<file path="src/rtl/bin2bcd_seq_if.sv">
// Request/result bundle for the sequential binary-to-BCD converter.
// The slave modport is the converter side; master is the requester side.
interface bin2bcd_seq_if #(
   parameter int unsigned W      = 8,
   parameter int unsigned DIGITS = 3
) ();
   logic                  i_start;
   logic [W-1:0]          i_bin;
   logic                  o_busy;
   logic                  o_done;
   logic [4*DIGITS-1:0]   o_bcd;

   modport slave (
      input  i_start,
      input  i_bin,
      output o_busy,
      output o_done,
      output o_bcd
   );

   modport master (
      output i_start,
      output i_bin,
      input  o_busy,
      input  o_done,
      input  o_bcd
   );
endinterface

</file>
<file path="src/rtl/bin2bcd_seq.sv">
// Sequential double-dabble binary-to-BCD converter: one shift-and-add-3
// iteration per clock, result registered and announced with a DONE pulse.
module bin2bcd_seq #(
   parameter int unsigned W      = 8,
   parameter int unsigned DIGITS = 3
) (
   input  logic           i_clk,
   input  logic           i_rst_n,
   bin2bcd_seq_if.slave   bus
);
   localparam int unsigned CW = $clog2(W + 1);
   localparam int unsigned BW = 4 * DIGITS;
   localparam logic [CW-1:0] LAST_CNT = CW'(W - 1);

   function automatic longint unsigned pow10(input int unsigned n);
      longint unsigned p;
      p = 1;
      for (int unsigned i = 0; i < n; i++) p = p * 10;
      return p;
   endfunction

   // Every W-bit value must fit in DIGITS decimal digits.
   if (pow10(DIGITS) <= ((longint'(1) << W) - 1)) begin : g_illegal_cfg
      $error("bin2bcd_seq: DIGITS too small for W");
   end

   typedef enum logic [1:0] {
      S_IDLE,
      S_SHIFT,
      S_FINISH
   } state_t;

   state_t           r_state;
   state_t           w_next_state;
   logic [W-1:0]     r_shift;
   logic [BW-1:0]    r_scratch;
   logic [CW-1:0]    r_cnt;
   logic [BW-1:0]    r_bcd;
   logic             r_done;
   logic [BW-1:0]    w_adj;
   logic             w_busy;

   always_ff @(posedge i_clk or negedge i_rst_n) begin
      if (!i_rst_n) begin
         r_state <= S_IDLE;
      end else begin
         r_state <= w_next_state;
      end
   end

   always_comb begin
      w_next_state = r_state;
      w_busy       = 1'b1;
      case (r_state)
         S_IDLE: begin
            w_busy = 1'b0;
            if (bus.i_start) w_next_state = S_SHIFT;
         end
         S_SHIFT: begin
            if (r_cnt == LAST_CNT) w_next_state = S_FINISH;
         end
         S_FINISH: begin
            w_next_state = S_IDLE;
         end
         default: begin
            w_next_state = S_IDLE;
            w_busy       = 1'b0;
         end
      endcase
   end

   // Add-3 correction is applied to the digits before they are shifted.
   always_comb begin
      w_adj = '0;
      for (int unsigned d = 0; d < DIGITS; d++) begin
         if (r_scratch[4*d +: 4] >= 4'd5) begin
            w_adj[4*d +: 4] = r_scratch[4*d +: 4] + 4'd3;
         end else begin
            w_adj[4*d +: 4] = r_scratch[4*d +: 4];
         end
      end
   end

   always_ff @(posedge i_clk or negedge i_rst_n) begin
      if (!i_rst_n) begin
         r_shift   <= '0;
         r_scratch <= '0;
         r_cnt     <= '0;
         r_bcd     <= '0;
         r_done    <= 1'b0;
      end else begin
         r_done <= 1'b0;
         case (r_state)
            S_IDLE: begin
               if (bus.i_start) begin
                  r_shift   <= bus.i_bin;
                  r_scratch <= '0;
                  r_cnt     <= '0;
               end
            end
            S_SHIFT: begin
               {r_scratch, r_shift} <= {w_adj[BW-2:0], r_shift, 1'b0};
               r_cnt                <= r_cnt + CW'(1);
            end
            S_FINISH: begin
               r_bcd  <= r_scratch;
               r_done <= 1'b1;
            end
            default: begin
               r_done <= 1'b0;
            end
         endcase
      end
   end

   assign bus.o_busy = w_busy;
   assign bus.o_done = r_done;
   assign bus.o_bcd  = r_bcd;
endmodule

</file>
<file path="src/flat_wrapper.sv">
// flat-port wrapper written by rule: the top's interface ports become plain ports
module bin2bcd_seq_flat 
#(
   parameter int unsigned W      = 8,
   parameter int unsigned DIGITS = 3
)
  (i_clk, i_rst_n, bus_i_start, bus_i_bin, bus_o_busy, bus_o_done, bus_o_bcd);
  bin2bcd_seq_if #(.W(W), .DIGITS(DIGITS)) bus_i ();
  input  logic i_clk;
  input  logic i_rst_n;
  input wire logic [$bits(bus_i.i_start)-1:0] bus_i_start;
  input wire logic [$bits(bus_i.i_bin)-1:0] bus_i_bin;
  output wire logic [$bits(bus_i.o_busy)-1:0] bus_o_busy;
  output wire logic [$bits(bus_i.o_done)-1:0] bus_o_done;
  output wire logic [$bits(bus_i.o_bcd)-1:0] bus_o_bcd;
  assign bus_i.i_start = bus_i_start;
  assign bus_i.i_bin = bus_i_bin;
  assign bus_o_busy = bus_i.o_busy;
  assign bus_o_done = bus_i.o_done;
  assign bus_o_bcd = bus_i.o_bcd;
  bin2bcd_seq #(.W(W), .DIGITS(DIGITS)) u_core (.i_clk(i_clk), .i_rst_n(i_rst_n), .bus(bus_i));
endmodule
</file>
<file path="config.mk">
export PLATFORM = sky130hd
export DESIGN_NAME = bin2bcd_seq_flat
export DESIGN_NICKNAME = d
export VERILOG_FILES = /design/src/rtl/bin2bcd_seq_if.sv /design/src/rtl/bin2bcd_seq.sv /design/src/flat_wrapper.sv
export SDC_FILE = /design/constraint.sdc
export NUM_CORES = 1
export LEC_CHECK = 0
export BUFFER_PORTS_ARGS = -buffer_cell sky130_fd_sc_hd__buf_4
export CELL_PAD_IN_SITES_DETAIL_PLACEMENT = 1
export CELL_PAD_IN_SITES_GLOBAL_PLACEMENT = 1
export CORE_MARGIN = 8
export CORE_UTILIZATION = 38
export CTS_CLUSTER_SIZE = 30
export DETAILED_ROUTE_END_ITERATION = 16
export MAX_ROUTING_LAYER = met4
export PLACE_DENSITY_LB_ADDON = 0.1
export SYNTH_ARGS = -nofsm -noshare
export SYNTH_HDL_FRONTEND = slang
export SYNTH_SLANG_ARGS = --single-unit
</file>
<file path="constraint.sdc">
create_clock -name i_clk -period 3.4 [get_ports i_clk]
set_input_delay 0.17 -clock i_clk [delete_from_list [all_inputs] [get_ports i_clk]]
set_output_delay 0.17 -clock i_clk [all_outputs]
set_load 0.005 [all_outputs]
</file>
==> impl_metrics.toml, run 1 <==
[floorplan]
dieArea_um2 = 7330
die-width_um = 85.6
rows = 25
start_util_pct = 39.3
io-pin-count = 25
die_height_um = 85.6
core_area_um2 = 4690

[power_and_ir_drop]
leakage_nw = 1.05
swShare_pct = 34.5
power_frac_comb_pct = 34.3
seqPwrFrac_pct = 40.1
ir_worst_vdd_mv = 0.413
p_int_w = 0.00117
powerDensity_nw_per_um2 = 814
p_clk_share_pct = 25.6
p_sw_w = 0.000616

[detailed_routing]
wl_per_cell_um = 16.0
drt-initial-drc-count = 75
wl_um = 3830
first_pass_iters = 2
vias = 1285
viasPerCell = 5.38
drc = 0
ant_nets = 0

[sta]
hold_violations = 0
setup_violations = 0
clock_skew_ns = 0.00688
fin_ws_ns = 0.988
maxSlewViolCount = 0
timing.final.crit_period_ns = 2.41
fin_crit_sh_pct = 71.0
rsz0062_at_grt = "no"
tns_ns = 0
slew_headroom_pct = 25.0
fmax_mhz = 415
tightestPinTransition_ns = 1.10

[synthesis]
synth_edf_count = 0
muxShareOfSynthArea_pct = 12.5
synthSimpleGateAreaFrac_pct = 7.95
synthArstFlopShare_pct = 100
synthAdderAreaFrac_pct = 6.79
ys_ff_latch = 39
ys_types = 28
synthXorXnorAreaFrac_pct = 2.38
yosysTopAreaCellShare_pct = 53.0
avgSynthCellArea_um2 = 11.6
yosys.area.top_type = "dfrtp_1"
synth-compound-area-share_pct = 13.9
ys.flop_type = "dfrtp_1"
synth_top_family_by_area = "compound AO/OA/AOI/OAI gates"
synth_common_cells = "39 x dfrtp_1, 16 x nand2_1, 14 x o21ai_0"
synthTopCellsByArea = "dfrtp_1 53%, mux2_2 7.9%, ha_1 6.8%"
yosysMostFrequentCell = "dfrtp_1"
netlist_area_um2 = 1840
synth.yosys.seq_area_share_pct = 53.0
syn_inst = 159
yosysWarnings = 0
synth_nets = 180

[status]
outcome = "completed"

[worst_setup_path]
crit_arrival_ns = 2.60
crit_type = "reg -> reg"
cp.required_ns = 3.58
crit_path_start_kind = "flop"
end_kind = "flop"
crit_path_max_fanout = 25

[grt]
grt_pass1_vias = 1423
grt_usage_pct = 12.0
grt_pass1_wl_um = 6790
grt.overflow.total = 0
grt_max_degree = 40
antenna_found_initial = 0

[placement]
gp_congestion = 0.754
io_buffers = 24
hpwlAfterDp_um = 2740
pre_cts_ws_ns = 0.943

[finish]
finalNetCount = 205
multi_input_area_um2 = 801
antenna_cells = 0
area_growth_pct = 19.3
fillerInstances = 503
drive_gt1_share_pct = 24.9
seqCellArea_um2 = 976

[clock_network]
clock-sinks = 39
root_buffer = "clkbuf_8"
path_clk_slew_ns = 0.07
numCtsBuffers = 5
cts_tree = "done"
clk_latency_ns = 0.30
cts.path.max_buffers = 2
cts.htree.levels = 2
post-cts-setup-buffers = 0

[worst_hold_path]
hold_class = "in -> reg"

[run]
maxCapViolCount = 0
metrics by stage:
stage	hold WS, ns	area, µm²	utilization (%)	std cells	power (W)
after floorplan	-0.126	1840	-	159	0.00116
after global placement	0.170	2050	43.8	230	0.00132
after detailed placement	0.175	2050	43.8	230	0.00135
after CTS	0.133	2200	46.8	239	0.00182
after global routing	0.174	2200	46.8	239	0.00194
final	0.136	2200	46.8	239	0.00179
power by group through the flow:
stage,sequential [W],combinational (W),clock (W)
4_1_cts,0.000720,0.000627,0.000471
5_1_grt,0.000740,0.000707,0.000491
2_1_floorplan,0.000697,0.000467,0
3_3_place_gp,0.000719,0.000597,0
6_report,0.000718,0.000613,0.000457
3_5_place_dp,0.000727,0.000626,0
layout by cell type, fill, tap and decap left out, types with 2 or more instances in the layout:
master | Yosys | final
dfrtp_1 | 39 | 39
buf_4 | 0 | 24
nand2_1 | 16 | 16
o21ai_0 | 14 | 14
mux2_2 | 13 | 13
ha_1 | 10 | 10
inv_1 | 8 | 8
mux2i_1 | 7 | 7
nand2b_1 | 5 | 5
a21oi_1 | 5 | 5
clkbuf_8 | 0 | 5
nand3_1 | 4 | 4
xnor2_1 | 3 | 3
o22ai_1 | 3 | 3
o31ai_1 | 3 | 3
a32o_1 | 3 | 3
o311ai_1 | 3 | 3
xor2_1 | 2 | 2
o32ai_1 | 2 | 2
a22o_1 | 2 | 2
nor2b_1 | 2 | 2
bufinv_16 | 0 | 2
metal layers:
metal | global-route usage [%] | vias to the layer above | part of all wire, %
li1 | - | 612 | -
met3 | 4.20 | 7 | 4.1
met2 | 20.2 | 18 | 51
met4 | 3.98 | 0 | 1.5
met1 | 12.9 | 648 | 43
met5 | - | - | 0
layout make-up:
cell class	count	area share [%]
Clock buffer	6	3.30
Clock inverter	2	2.73
Inverter	8	1.37
Multi-Input combinational cell	105	36.4
Sequential cell	39	44.4
Tap cell	54	3.08
Timing Repair Buffer	25	8.66
logic make-up (layout without fill, tap and decap cells):
group | after synthesis | in the layout
AO/OA/AOI/OAI | 38 | 38
flip-flops | 39 | 39
XOR/XNOR | 5 | 5
multiplexers | 21 | 21
adder cells (fa/ha/maj) | 10 | 10
AND/OR/NAND/NOR | 31 | 31
buffers and inverters | 15 | 41
registers in the layout, indices dropped and copies added (netlist names):
register,count
u_core.bus.o_bcd,12
u_core.r_scratch,12
u_core.r_shift,8
u_core.r_cnt,4
u_core.r_state,2
u_core.bus.o_done,1
worst max-delay path, stage by stage, from the launching register on:
cell,delay [ns]
dfrtp_1,0.40
ha_1,0.47
mux2i_2,0.97
nor3_1,0.10
a21o_1,0.19
a22o_1,0.17
worst paths after layout:
path,startpoint,to,slack (ns),cells past startpoint
min in group asynchronous,i_rst_n,u_core.bus.o_bcd[10]$_DFFE_PN0P_,0.38,2
min,bus_i_bin[0],u_core.r_shift[0]$_DFFE_PN0P_,0.14,3
max,u_core.r_state[0]$_DFFE_PN0P_,u_core.r_cnt[3]$_DFFE_PN0P_,0.99,5
max in group asynchronous,i_rst_n,u_core.r_shift[7]$_DFFE_PN0P_,2.67,2
min reg2reg,u_core.r_shift[0]$_DFFE_PN0P_,u_core.r_shift[0]$_DFFE_PN0P_,0.48,2
max reg2reg,u_core.r_state[0]$_DFFE_PN0P_,u_core.r_cnt[3]$_DFFE_PN0P_,0.99,5
what timing repair did:
item,4_1_cts,5_1_grt
endpoints found under the setup margin,0,0
hold buffers,1,0
resized for setup,0,0
hold endpoints to repair,39,0
Note: power is estimated with default switching activity, not from simulation.
==> inputs of run 2 (changes only) <==
--- a/config.mk
+++ b/config.mk
@@ -5,6 +5,7 @@
 export SDC_FILE = /design/constraint.sdc
 export NUM_CORES = 1
 export LEC_CHECK = 0
+export ABC_AREA = 1
 export BUFFER_PORTS_ARGS = -buffer_cell sky130_fd_sc_hd__buf_4
 export CELL_PAD_IN_SITES_DETAIL_PLACEMENT = 1
 export CELL_PAD_IN_SITES_GLOBAL_PLACEMENT = 1
==> constraint.sdc (replaced) <==
create_clock -name i_clk -period 2 [get_ports i_clk]
set_input_delay 0.1 -clock i_clk [delete_from_list [all_inputs] [get_ports i_clk]]
set_output_delay 0.1 -clock i_clk [all_outputs]
set_load 0.005 [all_outputs]
==> run 2 against run 1 <==
  * Clock power increased by 50%
  * Clock skew grew 0.00074 ns
  * Core utilization down 0.23 points
  * Hold slack lost 0.089 ns
  * Sequential cell count stayed put
==> impl_metrics.toml, run 2 <==
[worst_setup_path]
slowest_delay_ns = 0.40
crit_chain = "inv_1, ha_1, nand2_1, o21ai_4, buf_12, nor2_1, o21bai_1"
crit_type = "reg -> reg"
crit_arrival_ns = 1.82
crit_path_start_kind = "flop"
cp_num_buf_inv = 2
critical_path.top_delay_family = "flip-flops"
crit_path_max_fanout = 21
end_kind = "flop"
cp.required_ns = 2.18
slowest_stage = "dfrtp_1"

[synthesis]
yosys.area.top_type = "dfrtp_1"
netlist_area_um2 = 1990
synth_edf_count = 0
synthAdderAreaFrac_pct = 6.29
synth_nets = 250
ys_ff_latch = 39
synth_top_family_by_area = "simple AND/OR/NAND/NOR gates"
yosysMostFrequentCell = "nand2_1"
yosysTopAreaCellShare_pct = 49.0
synth-compound-area-share_pct = 13.6
ys.flop_type = "dfrtp_1"
synthArstFlopShare_pct = 100
avgSynthCellArea_um2 = 8.69
synthXorXnorAreaFrac_pct = 0
ys_types = 22
synth.yosys.seq_area_share_pct = 49.0
synthTopCellsByArea = "dfrtp_1 49%, nand2_1 13%, ha_1 6.3%"
muxShareOfSynthArea_pct = 1.70
syn_inst = 229
yosysWarnings = 0
synthSimpleGateAreaFrac_pct = 21.4
synth_common_cells = "67 x nand2_1, 39 x dfrtp_1, 24 x inv_1"

[detailed_routing]
viasPerCell = 4.87
ant_nets = 0
first_pass_iters = 4
drc = 0
wl_um = 4460
vias = 1597
wl_per_cell_um = 13.6
drt-initial-drc-count = 34

[sta]
fmax_mhz = 611
hold_violations = 0
hold_slack_ns = 0.0475
fin_crit_sh_pct = 81.8
clock_skew_ns = 0.00761
setup_violations = 0
maxSlewViolCount = 0
slew_headroom_pct = 64.5
timing.final.crit_period_ns = 1.64
tightestPinTransition_ns = 0.532
tns_ns = 0
rsz0062_at_grt = "no"

[finish]
instances_no_fill = 328
multi_input_area_um2 = 855
mostFrequentLayoutCell = "nand2_1"
seqCellArea_um2 = 976
area_growth_pct = 18.8
finalNetCount = 278
drive_gt1_share_pct = 19.8
final_cell_mix = "67 x nand2_1, 39 x dfrtp_1, 27 x buf_4"
antenna_cells = 0
fillerInstances = 639

[status]
outcome = "completed"

[floorplan]
rows = 26
core_area_um2 = 5070
die-width_um = 88.4
start_util_pct = 39.2
io-pin-count = 25
dieArea_um2 = 7810
die_height_um = 88.4

[clock_network]
cts.htree.levels = 2
clk_latency_ns = 0.29
numCtsBuffers = 5
cts_tree = "done"
cts.path.max_buffers = 2
clock-sinks = 39
path_clk_slew_ns = 0.08
cts_resized = 0
root_buffer = "clkbuf_8"

[grt]
grt_max_degree = 40
grt_usage_pct = 13.4
grt_pass1_wl_um = 7950
grt_pass1_vias = 1727
antenna_found_initial = 0
grt.overflow.total = 0

[power_and_ir_drop]
ir_worst_vdd_mv = 0.570
powerDensity_nw_per_um2 = 1360
leakage_nw = 1.21

[run]
maxCapViolCount = 0

[placement]
hpwlAfterDp_um = 3190
placed_cells = 319
gp_congestion = 0.759
io_buffers = 24

[worst_hold_path]
hold_class = "in -> reg"
run 2: changes by cell type in the layout (fill, tap and decap cells not counted), moves of 10 or more:
cell     before  now
a21oi_1       5   16
inv_1         8   24
mux2_2       13    3
nand2_1      16   67
nand3_1       4   14
nor2_1        1   15
run 2: metrics by stage:
stage	area (µm²)	utilization [%]	worst slack (ns)	total power, W
after global placement	2240	44.1	0.405	0.00253
after global routing	2360	46.6	0.260	0.00348
after floorplan	1990	-	0.651	0.00210
after detailed placement	2240	44.1	0.349	0.00257
after CTS	2360	46.6	0.355	0.00328
final	2360	46.6	0.364	0.00321
run 2: metal layers:
layer / vias up / GRT usage, % / routed length [µm]
met5: - / - / 0
met4: 0 / 4.61 / 54
met1: 778 / 14.8 / 2080
li1: 796 / - / -
met2: 19 / 23.2 / 2180
met3: 4 / 3.06 / 143
run 2: final timing paths:
path / depth (start not counted) / start / end / slack (ns)
setup / recovery: 7 / u_core.r_state[0]$_DFFE_PN0P_ / u_core.r_scratch[4]$_DFFE_PN0P_ / 0.36
hold / removal: 3 / bus_i_bin[4] / u_core.r_shift[4]$_DFFE_PN0P_ / 0.05
setup reg to reg: 7 / u_core.r_state[0]$_DFFE_PN0P_ / u_core.r_scratch[4]$_DFFE_PN0P_ / 0.36
hold reg to reg: 2 / u_core.r_shift[4]$_DFFE_PN0P_ / u_core.r_shift[4]$_DFFE_PN0P_ / 0.49
max in group asynchronous: 2 / i_rst_n / u_core.r_scratch[0]$_DFFE_PN0P_ / 1.32
min in group asynchronous: 2 / i_rst_n / u_core.bus.o_bcd[4]$_DFFE_PN0P_ / 0.32
run 2: kinds of logic after synthesis:
family	after synthesis
AO/OA/AOI/OAI	41
flip-flops	39
adder cells (fa/ha/maj)	10
buffers and inverters	33
AND/OR/NAND/NOR	103
multiplexers	3
run 2: area by class of cell:
type	count	area share, %
clock buffer	6	3.49
clock inverter	2	1.48
inverter	25	4.07
multi-input combinational	157	36.1
sequential	39	41.3
tap	70	3.70
timing repair buffer	29	9.84
run 2: repair_timing:
action | in CTS | in global routing
setup buffers | 0 | 0
endpoints found under the hold margin | 39 | 0
hold buffers | 1 | 0
run 2: power breakdown:
part           leakage [nW]  internal [W]  switching, W
Sequential            0.507       0.00104      0.000144
Clock                0.0612      0.000404      0.000282
Combinational         0.642      0.000552      0.000782
Total                  1.21       0.00200       0.00121
run 2: worst reg2reg max path: stages, from the launching register on:
cell and delay, ns:
dfrtp_1 0.40, inv_1 0.09, ha_1 0.37, nand2_1 0.15, o21ai_4 0.13, buf_12 0.20, nor2_1 0.05, o21bai_1 0.14
==> inputs of run 3 (changes only) <==
--- a/config.mk
+++ b/config.mk
@@ -5,7 +5,7 @@
 export SDC_FILE = /design/constraint.sdc
 export NUM_CORES = 1
 export LEC_CHECK = 0
-export ABC_AREA = 1
+export ABC_AREA = 0
 export BUFFER_PORTS_ARGS = -buffer_cell sky130_fd_sc_hd__buf_4
 export CELL_PAD_IN_SITES_DETAIL_PLACEMENT = 1
 export CELL_PAD_IN_SITES_GLOBAL_PLACEMENT = 1
==> constraint.sdc (replaced) <==
create_clock -name i_clk -period 1.43 [get_ports i_clk]
set_input_delay 0.0715 -clock i_clk [delete_from_list [all_inputs] [get_ports i_clk]]
set_output_delay 0.0715 -clock i_clk [all_outputs]
set_load 0.005 [all_outputs]
==> run 3 against run 2 <==
  * The run now ends with negative setup slack left
  * Hold slack better by 0.019 ns
  * Via count is 12% lower
  * Total power is 52% higher
  * Design area is 7.5% higher
  * Die area is 6.1% lower
  * Critical path depth is 1 lower
  * Worst setup slack worse by 0.39 ns
  * Register-to-register slack worse by 0.39 ns
  * Sequential cell count stayed put
  * Core utilization is 7.6 points higher
  * Clock skew is 0.0043 ns lower
  * Sequential share of layout area is 2.9 points lower
  * Highest routed layer unchanged
==> impl_metrics.toml, run 3 (synthesized netlist as in run 1, its figures left out) <==
[floorplan]
core_area_um2 = 4690
die_height_um = 85.6
start_util_pct = 39.3
dieArea_um2 = 7330
io-pin-count = 25
die-width_um = 85.6
rows = 25

[worst_setup_path]
crit_path_max_fanout = 4
crit_type = "reg -> reg"
slowest_stage = "dfrtp_1"
timing.rr.start = "u_core.r_state[0]$_DFFE_PN0P_"
crit_path_start_kind = "flop"
r2r_slack_ns = -0.03
cp.required_ns = 1.60
slowest_delay_ns = 0.39
r2r-end = "u_core.r_cnt[3]$_DFFE_PN0P_"
crit_arrival_ns = 1.64
end_kind = "flop"
crit_chain = "inv_2, ha_4, mux2i_4, nor3_1, a21o_1, a22o_1"
worst_r2r_path_depth = 6

[grt]
use_met3_pct = 3.15
grt_pass1_wl_um = 7250
top_usage_layer = "met2"
grt_max_degree = 40
grt_pass1_vias = 1540
grt_use_met2_pct = 23.5
use_met1_pct = 12.9
grt.overflow.total = 0
grt_usage_pct = 12.8
antenna_found_initial = 0

[sta]
setup_violations = 5
slew_headroom_pct = 66.1
fmax_mhz = 685
clock_skew_ns = 0.00335
tightestPinTransition_ns = 0.509
timing.final.crit_period_ns = 1.46
maxSlewViolCount = 0
tns_ns = -0.0643
rsz0062_at_grt = "yes"
fin_ws_ns = -0.0307
hold_violations = 0
fin_crit_sh_pct = 102

[clock_network]
root_buffer = "clkbuf_8"
clock-sinks = 39
cts_tree = "done"
cts.path.max_buffers = 2
cts.htree.levels = 2
numCtsBuffers = 5
path_clk_slew_ns = 0.07
clk_latency_ns = 0.28

[status]
outcome = "finished, violations left"
violations = "negative setup slack"

[finish]
mostFrequentLayoutCell = "buf_4"
drive_gt1_share_pct = 47.9
instances_no_fill = 265
fin_area_um2 = 2540
area_growth_pct = 38.0
fillerInstances = 504
antenna_cells = 0
finalNetCount = 232
final_cell_mix = "44 x buf_4, 39 x dfrtp_1, 15 x nand2_1"

[worst_hold_path]
hold_depth = 3
whs_endpoint = "u_core.r_shift[0]$_DFFE_PN0P_"
hold_class = "in -> reg"
min_from = "bus_i_bin[0]"

[detailed_routing]
first_pass_iters = 4
ant_nets = 0
drc = 0
drt-initial-drc-count = 45
viasPerCell = 5.30
vias = 1404
wl_per_cell_um = 17.1
wl_um = 4520

[placement]
gp_congestion = 0.804
io_buffers = 24
place_area_um2 = 2220
placed_cells = 248
hpwlAfterDp_um = 3120

[run]
maxCapViolCount = 0

[power_and_ir_drop]
finalPower_w = 0.00487
powerDensity_nw_per_um2 = 1920
ir_worst_vdd_mv = 1.04
leakage_nw = 1.22
run 3: changes by cell type in the layout (fill, tap and decap cells not counted), sizes merged, moves of 11 or more:
cell   delta
nand3    -11
nand2    -51
a21oi    -12
nor2     -14
buf      +23
inv      -17
run 3: worst max-delay path by stage:
stage / startpoint / endpoint / slack [ns]
floorplan: u_core.r_state[1]$_DFFE_PN0P_ / u_core.r_scratch[7]$_DFFE_PN0P_ / -0.004
global placement: u_core.r_state[1]$_DFFE_PN0P_ / u_core.r_scratch[7]$_DFFE_PN0P_ / -0.04
CTS: u_core.r_state[1]$_DFFE_PN0P_ / u_core.r_cnt[3]$_DFFE_PN0P_ / -0.02
detailed placement: u_core.r_state[1]$_DFFE_PN0P_ / u_core.r_shift[6]$_DFFE_PN0P_ / -0.14
global route: u_core.r_state[1]$_DFFE_PN0P_ / u_core.r_cnt[3]$_DFFE_PN0P_ / -0.10
finish: u_core.r_state[0]$_DFFE_PN0P_ / u_core.r_cnt[3]$_DFFE_PN0P_ / -0.03
run 3: power by group:
part           total (W)  internal [W]  switching, W
Sequential       0.00173       0.00144      0.000287
Combinational    0.00241       0.00126       0.00115
Clock           0.000733      0.000378      0.000355
Total            0.00487       0.00308       0.00179
run 3: area by class of cell:
type | instances | area (µm²) | share of cell area (%)
Sequential cell | 39 | 976 | 38.4
Timing Repair Buffer | 52 | 437 | 17.2
Multi-Input combinational cell | 105 | 945 | 37.2
Inverter | 8 | 30.0 | 1.18
Clock buffer | 6 | 82.6 | 3.25
Tap cell | 54 | 67.6 | 2.66
Clock inverter | 1 | 5.00 | 0.197
run 3: worst max-delay path: cells and delay by family, from the launching register on:
kind            cells  cell delay [ns]
compound gates      2             0.33
fa+ha+maj           1             0.20
buf+inv             1             0.09
flops               1             0.39
mux                 1             0.27
simple gates        1             0.08
run 3: layer usage:
layer,up-vias,wire length (µm),part of all wire [%]
met4,0,71,1.6
met5,-,0,0
li1,668,-,-
met3,9,120,2.7
met1,709,1790,40
met2,18,2540,56
run 3: per-stage QoR:
stage | setup WS, ns | hold WS (ns) | utilization [%]
3_5_place_dp | -0.144 | 0.0798 | 47.4
3_3_place_gp | -0.0399 | 0.0722 | 47.4
6_report | -0.0307 | 0.0668 | 54.2
2_1_floorplan | -0.00442 | -0.224 | -
5_1_grt | -0.100 | 0.0843 | 54.2
4_1_cts | -0.0180 | 0.0632 | 50.5
run 3: what timing repair did:
| item | in CTS | in global routing |
|---|---|---|
| gates cloned | 0 | 1 |
| hold buffers | 1 | 0 |
| endpoints found under the setup margin | 35 | 25 |
| gates resized for setup | 10 | 34 |
| pin swaps | 1 | 7 |
| setup buffers | 3 | 5 |
| hold endpoints to repair | 39 | 0 |
